**src/rtl/flex_counter_ud.sv**
```systemverilog
// Up/down flex counter with parallel load, one-shot stop and a registered wrap pulse.
// Define FLEX_COUNTER_WRAP_CNT_EN to add the saturating wrap_count output (WRAP_W bits).
module flex_counter_ud #(
    parameter int SIZE = 8
`ifdef FLEX_COUNTER_WRAP_CNT_EN
    ,
    parameter int WRAP_W = 8
`endif
) (
    input  logic            clk,
    input  logic            n_rst,
    input  logic            clear,
    input  logic            load,
    input  logic [SIZE-1:0] load_val,
    input  logic            count_enable,
    input  logic            up_down,
    input  logic            oneshot,
    input  logic [SIZE-1:0] rollover_val,
    output logic [SIZE-1:0] count_out,
    output logic            rollover_flag,
    output logic            wrap_pulse
`ifdef FLEX_COUNTER_WRAP_CNT_EN
    ,
    output logic [WRAP_W-1:0] wrap_count
`endif
);

    logic [SIZE-1:0] term_val;
    logic [SIZE-1:0] count_next;
    logic            wrap;
    logic            range_valid;

    assign range_valid = (rollover_val != '0);
    assign term_val    = up_down ? rollover_val : SIZE'(1);

    // Greater/less-or-equal compares let an out-of-range loaded value wrap on the next step.
    always_comb begin
        count_next = count_out;
        wrap       = 1'b0;
        if (clear) begin
            count_next = '0;
        end else if (load) begin
            count_next = load_val;
        end else if (count_enable && range_valid) begin
            if (oneshot && (count_out == term_val)) begin
                count_next = count_out;
            end else if (up_down) begin
                if (count_out >= rollover_val) begin
                    count_next = SIZE'(1);
                    wrap       = 1'b1;
                end else begin
                    count_next = count_out + SIZE'(1);
                end
            end else begin
                if (count_out <= SIZE'(1)) begin
                    count_next = rollover_val;
                    wrap       = 1'b1;
                end else begin
                    count_next = count_out - SIZE'(1);
                end
            end
        end
    end

    always_ff @(posedge clk or negedge n_rst) begin
        if (!n_rst) begin
            count_out     <= '0;
            rollover_flag <= 1'b0;
            wrap_pulse    <= 1'b0;
        end else begin
            count_out     <= count_next;
            rollover_flag <= range_valid && (count_next == term_val);
            wrap_pulse    <= wrap;
        end
    end

`ifdef FLEX_COUNTER_WRAP_CNT_EN
    always_ff @(posedge clk or negedge n_rst) begin
        if (!n_rst) begin
            wrap_count <= '0;
        end else if (clear) begin
            wrap_count <= '0;
        end else if (wrap && (wrap_count != '1)) begin
            wrap_count <= wrap_count + WRAP_W'(1);
        end
    end
`endif

endmodule
```
**config.mk**
```make
export PLATFORM = sky130hd
export DESIGN_NAME = flex_counter_ud
export DESIGN_NICKNAME = d
export VERILOG_FILES = /design/src/rtl/flex_counter_ud.sv
export SDC_FILE = /design/constraint.sdc
export NUM_CORES = 1
export LEC_CHECK = 0
export ABC_AREA = 1
export BUFFER_PORTS_ARGS = -buffer_cell sky130_fd_sc_hd__buf_2
export CELL_PAD_IN_SITES_DETAIL_PLACEMENT = 1
export CELL_PAD_IN_SITES_GLOBAL_PLACEMENT = 1
export CORE_MARGIN = 5
export CORE_UTILIZATION = 33
export DETAILED_ROUTE_END_ITERATION = 10
export PLACE_DENSITY_LB_ADDON = 0.1
export SYNTH_ARGS = -nofsm -noshare
export SYNTH_HDL_FRONTEND = slang
export SYNTH_SLANG_ARGS = --single-unit
```
**constraint.sdc**
```tcl
create_clock -name clk -period 2.1 [get_ports clk]
set_input_delay 0.42 -clock clk [delete_from_list [all_inputs] [get_ports clk]]
set_output_delay 0.42 -clock clk [all_outputs]
set_load 0.05 [all_outputs]
```
### Word level (Yosys, flattened, before mapping)

Index checks and enable logic that the tools add are counted.

| word-level totals | value |
|---|---|
| logic and storage cells | 28 |
| bits of input ports | 23 |
| output and inout bits | 10 |
| register bits | 10 |

| operators by class | value |
|---|---|
| reduce and logical (&&, ||, !) cells | 4 |
| equal/unequal tests | 2 |
| muxes and demuxes | 15 |
| $lt $le $gt $ge | 2 |
| add/subtract/negate cells | 2 |

Operators by type and width:

| kind | number |
|---|---|
| 2-to-1 mux 8 bit | 8 |
| equality test 8 bit | 2 |
| adder 8 x 1 -> 8 bit, second input constant | 1 |
| greater-or-equal comparator 8 bit | 1 |
| <= comparator 8 x 1 -> 1 bit, second input constant | 1 |
| nonzero test 8 bit | 1 |
| subtractor 8 x 1 -> 8 bit, second input constant | 1 |
| 2-to-1 mux 1 bit | 7 |
| logical AND 1 bit | 3 |

### Logic depth before layout (Yosys ltp)

| depth | value |
|---|---|
| depth in word-level cells | 9 |
| depth in mapped cells | 19 |
| gate-level depth less buffers | 18 |

### Worst setup path before layout

No wires, ideal clock.

| timing | value |
|---|---|
| kind | register to register |
| from | register count_out[0] |
| to | register rollover_flag |
| stages on the path, launching flop included | 13 |
| library setup time | 0.071 ns |
| buffers on the path | 0 |
| period minus slack after synthesis | 2.423 ns |
| path slack | -0.323 ns |
| data required time | 2.029 ns |
| data arrival time | 2.352 ns |
| cells stage by stage | dfrtp_1 inv_1 ha_1 or2_2 nand4_2 nand3_1 a21oi_1 nand3_1 a21boi_2 nor2_1 nor2_1 nand3_1 nor2_1 |

| between the ends | value |
|---|---|
| longest elaborated chain between the ends | 9 |
| elaborated cells on any way between the ends | 15 |
| those cells by class | 2 x add/sub; 2 x order compare; 2 x eq/ne; 7 x mux; 2 x reduce/logical |

RTL lines:

| what | line | source |
|---|---|---|
| start: declaration | 19 | `output logic [SIZE-1:0] count_out,` |
| start signal: assignment | 71 | `count_out <= count_next;` |
| subtractor 8 x 1 -> 8 bit (tied with other cells) | 59 | `count_next = count_out - SIZE'(1);` |
| 2-to-1 mux 8 bit, on equally long branches | 55, 48 |  |
| 2-to-1 mux 8 bit | 47 | `end else if (up_down) begin` |
| 2-to-1 mux 8 bit (*) | 45 | `if (oneshot && (count_out == term_val)) begin` |
| 2-to-1 mux 8 bit (*) | 44 | `end else if (count_enable && range_valid) begin` |
| 2-to-1 mux 8 bit (*) | 42 | `end else if (load) begin` |
| 2-to-1 mux 8 bit (*) | 40 | `if (clear) begin` |
| net count_next[6] | 29 | `logic [SIZE-1:0] count_next;` |
| equality test 8 bit (*) | 72 | `rollover_flag <= range_valid && (count_next == term_val);` |
| logical AND 1 bit (*) | 72 |  |
| end signal: assignment | 72 |  |
| end: declaration | 20 | `output logic rollover_flag,` |

The timed path passes the listed nets; every way through them passes the cells marked *.

### Worst setup path after layout

| timing | value |
|---|---|
| from | register count_out[0] |
| to | register rollover_flag |

| between the ends | value |
|---|---|
| longest elaborated chain between the ends | 9 |
| elaborated cells on any way between the ends | 15 |
| those cells by class | 2 x add/sub; 2 x order compare; 2 x eq/ne; 7 x mux; 2 x reduce/logical |

RTL lines:

| what | line |
|---|---|
| subtractor 8 x 1 -> 8 bit (tied with other cells) | 59 |
| 2-to-1 mux 8 bit, on equally long branches | 55, 48 |
| 2-to-1 mux 8 bit | 47 |
| 2-to-1 mux 8 bit | 45 |
| 2-to-1 mux 8 bit (*) | 44 |
| 2-to-1 mux 8 bit (*) | 42 |
| 2-to-1 mux 8 bit (*) | 40 |
| equality test 8 bit (*) | 72 |
| logical AND 1 bit (*) | 72 |

Every way passes the cells marked *; elsewhere a longest branch is shown, timed or not.

==> impl_results.md <==
* Synthesized instance count at 282
* Biggest area consumer among synthesized cells: nand2_1
* Internal power consumption at 0.000667 W
* Fin nets at 408
* Critical path peak fanout at 6
* VDD IR-drop max at 332 µV
* Power density cells at 478 nW/µm²
* Multiplexer area fraction after synthesis at 0%
* Yosys warns at 0
* Total design power at 0.00118 W
* Capture point of the critical path: rollover_flag
* Total congestion overflow after global routing at 0
* CP Capture Type: register
* Arrival time at the worst endpoint at 2.32 ns
* Routed Wire Length at 6430 µm
* Global routing usage summed across all routing layers at 21.5%
* Clk_skew at 0.00516 ns
* Sequence of cells on the critical path: buf_4 > ha_1 > nand2_2 > nand2_1 > o22ai_2 > o21ai_1 > nand3b_1 > nand2_1 > nand2_1 > nand2_1 > nand2_1 > nor2_1 > nand3_1 > nor2_1
* Share of synthesized flip-flops with an asynchronous set or reset at 100%
* Post-placement setup slack at -0.230 ns
* Class of the tightest hold or removal check: input port to async pin
* Netlist cell types at 30
* Sequential group share of total power at 20.3%
* Power share of the combinational group at 58.8%
* Initial core utilization at 33.7%
* Clock tree sinks at 10
* Period minus WS final at 2.15 ns
* Detailed-route via count at 2071
* Global-route wire length before repair at 10600 µm
* R2r worst-path depth at 14
* Max frequency at 465 MHz
* Wire length per cell at 15.1 µm
* Violations in the final reports: negative setup slack
* Die Y at 79.0 µm
* Parity-gate share of the synthesized area counting xor and xnor cells at 2.23%
* Buffer cell driving the clock tree root: clkbuf_8
* Most frequent cell after synthesis: nand2_1
* Static leakage at 1.40 nW
* CP Class: register to register
* IO buf count at 32
* CP Buf/Inv Count at 1
* Gp weighted congestion at 0.839
* Fraction of post-synthesis cell area in the top cell type by area at 23.2%
* Overall die area at 6240 µm²
* Net Switching at 0.000508 W
* Remaining DRCs at 0
* Critical path depth in cells at 14
* First-pass DRT Iterations at 4
* Number of violations of the max-capacitance limit at 0
* Post-layout util at 52.7%
* Endpoint required time on the critical path at 2.27 ns
* Syn-to-layout area delta at 56.5%
* Worst setup margin at -0.0510 ns
* Buffers from clock root to sink, at most at 2
* Count of flip-flops with a built-in enable after synthesis at 0
* Final HPWL DP at 5120 µm
* Setup-violating endpoint count in the final report at 1
* Main combinational cell family by area after synthesis: simple AND/OR/NAND/NOR gates
* Maximum number of pins on one net before global-route repair at 15
* Number of antenna violations at the first check in global routing at 0
* Result of the run: finished, violations left
* Final Hold Vio Count at 0
* Least-Margin Pin Slew at 0.250 ns
* Slowest Stage Delay on Critical Path at 0.45 ns
* Insertion delay to the later sink of the worst-skew pair at 0.24 ns
* Synthesized Nets at 316
* Adder-cell share of the synthesized area at 8.76%
* Source of the critical timing path: count_out[0]
* Slowest stage cell, crit path: dfrtp_2
* Switching fraction of total power at 43.2%
* Final period utilization at 102%
* RSZ-0062 raised after global routing: yes
* Startpoint Class: register
* Final-report max-slew violation count at 0
* Via count of the first global-routing pass at 2247
* Clock buffers created by TritonCTS at 3
* Area of the placeable core at 4660 µm²
* Most used flip-flop cell after synthesis: dfrtp_1
* RR Endpoint: rollover_flag
* Family with the most delay on the worst path: simple AND/OR/NAND/NOR gates
* Share of post-route cells with drive strength above 1 at 39.7%
* Area of the mapped netlist at 1570 µm²
* TritonCTS clock tree: yes
* Most used standard cells in the synthesized netlist: nand2_1 (97), inv_1 (36), nor2_1 (34)
* Count of pins on the block boundary at 33
* Slack of the worst reg-to-reg path at -0.05 ns
* Share of the synthesized area in compound gates (AO/OA/AOI/OAI) at 13.0%
* Remaining antenna violation count at 0
* CTS H-tree depth at 1
* Launch point of the worst reg-to-reg path: count_out[0]
* Leading post-synthesis cells by cell area: nand2_1 (23%), dfrtp_1 (16%), ha_1 (8.8%)
* Clock power frac at 20.8%
* Syn_area_per_cell at 5.57 µm²
* Area share of and/or/nand/nor cells after synthesis at 47.0%
* Detailed-route vias per instance at 4.85
* # rows at 25
* Yosys reg bits at 10
* Reg clk slew, reported paths at 0.05 ns
* Seq/Total Area, Yosys at 15.9%
* First DRT Iteration DRCs at 50
* Slew HR at 83.4%
* Most used cell along the critical path: nand2_1
* Die span in x at 79.0 µm
* Final antenna diode count at 0
==> cell type report <==
| type | count | area [µm²] |
|---|---|---|
| clock buffers | 4 | 55.1 |
| fillers | 654 | 2200 |
| inverters | 38 | 148 |
| multi-input cells | 225 | 1270 |
| flip-flops and latches | 10 | 258 |
| well taps | 54 | 67.6 |
| repair buffers | 96 | 663 |
==> kinds of logic (layout without fill, tap and decap cells) <==
family,Yosys count,in the layout
DFF,10,10
AOI/OAI and AO/OA,37,37
and+or+nand+nor,173,173
buffers and inverters,47,138
xor gates and xnor gates,4,4
adders and majority gates,11,11
==> metal layers <==
metal | share of wire, % | track usage, % | up-vias | wire length, µm
li1 | - | - | 1078 | -
met1 | 47 | 27.7 | 962 | 3010
met2 | 50 | 38.6 | 23 | 3210
met3 | 1.7 | 0.567 | 8 | 111
met4 | 1.6 | 7.04 | 0 | 106
met5 | 0 | 0 | - | 0
==> worst min path at each step <==
stage / from / depth (start not counted) / slack, ns / endpoint
floorplan: n_rst / 0 / 0.12 / count_out[0]
global placement: n_rst / 1 / 0.30 / wrap_pulse
detailed placement: n_rst / 1 / 0.30 / wrap_pulse
CTS: n_rst / 1 / 0.05 / wrap_pulse
global route: n_rst / 1 / 0.05 / wrap_pulse
finish: n_rst / 1 / 0.04 / count_out[0]
==> sequential cells by signal, indices dropped and copies added, names as in the netlist <==
name           cells
rollover_flag      1
count_out          8
wrap_pulse         1
==> power groups by stage <==
stage	logic (W)	registers [W]	clock network, W
2_1_floorplan	0.000301	0.000285	0
3_3_place_gp	0.000586	0.000240	0
3_5_place_dp	0.000602	0.000240	0
4_1_cts	0.000666	0.000238	0.000245
5_1_grt	0.000763	0.000242	0.000258
6_report	0.000692	0.000239	0.000245
==> repair_timing <==
item | in CTS | in global routing
hold buffers | 0 | 0
setup endpoints to repair | 1 | 1
setup buffers | 8 | 2
pin swaps | 25 | 10
gates resized for setup | 32 | 14
endpoints found under the hold margin | 0 | 0
==> stage by stage <==
step	TNS [ns]	cell area (µm²)	cells	hold WS, ns
after floorplan	0	1590	282	0.124
after global placement	-0.114	2170	413	0.296
after detailed placement	-0.281	2170	413	0.300
after CTS	-0.000766	2400	425	0.0467
after global routing	-0.244	2460	427	0.0543
final	-0.0510	2460	427	0.0388
==> cells in the final DEF (no fill, tap or decap), drive strengths merged <==
cell,n
dfrtp,10
ha,11
inv,38
o21a,1
a21oi,24
nor3,2
nand3,25
nand2,98
nor2,38
clkbuf,5
o21ai,8
xnor2,1
o21bai,1
xor2,3
o22ai,1
buf,95
a21boi,2
nand3b,1
or2,1
nand4,8
Note: power is estimated with default switching activity, not from simulation.
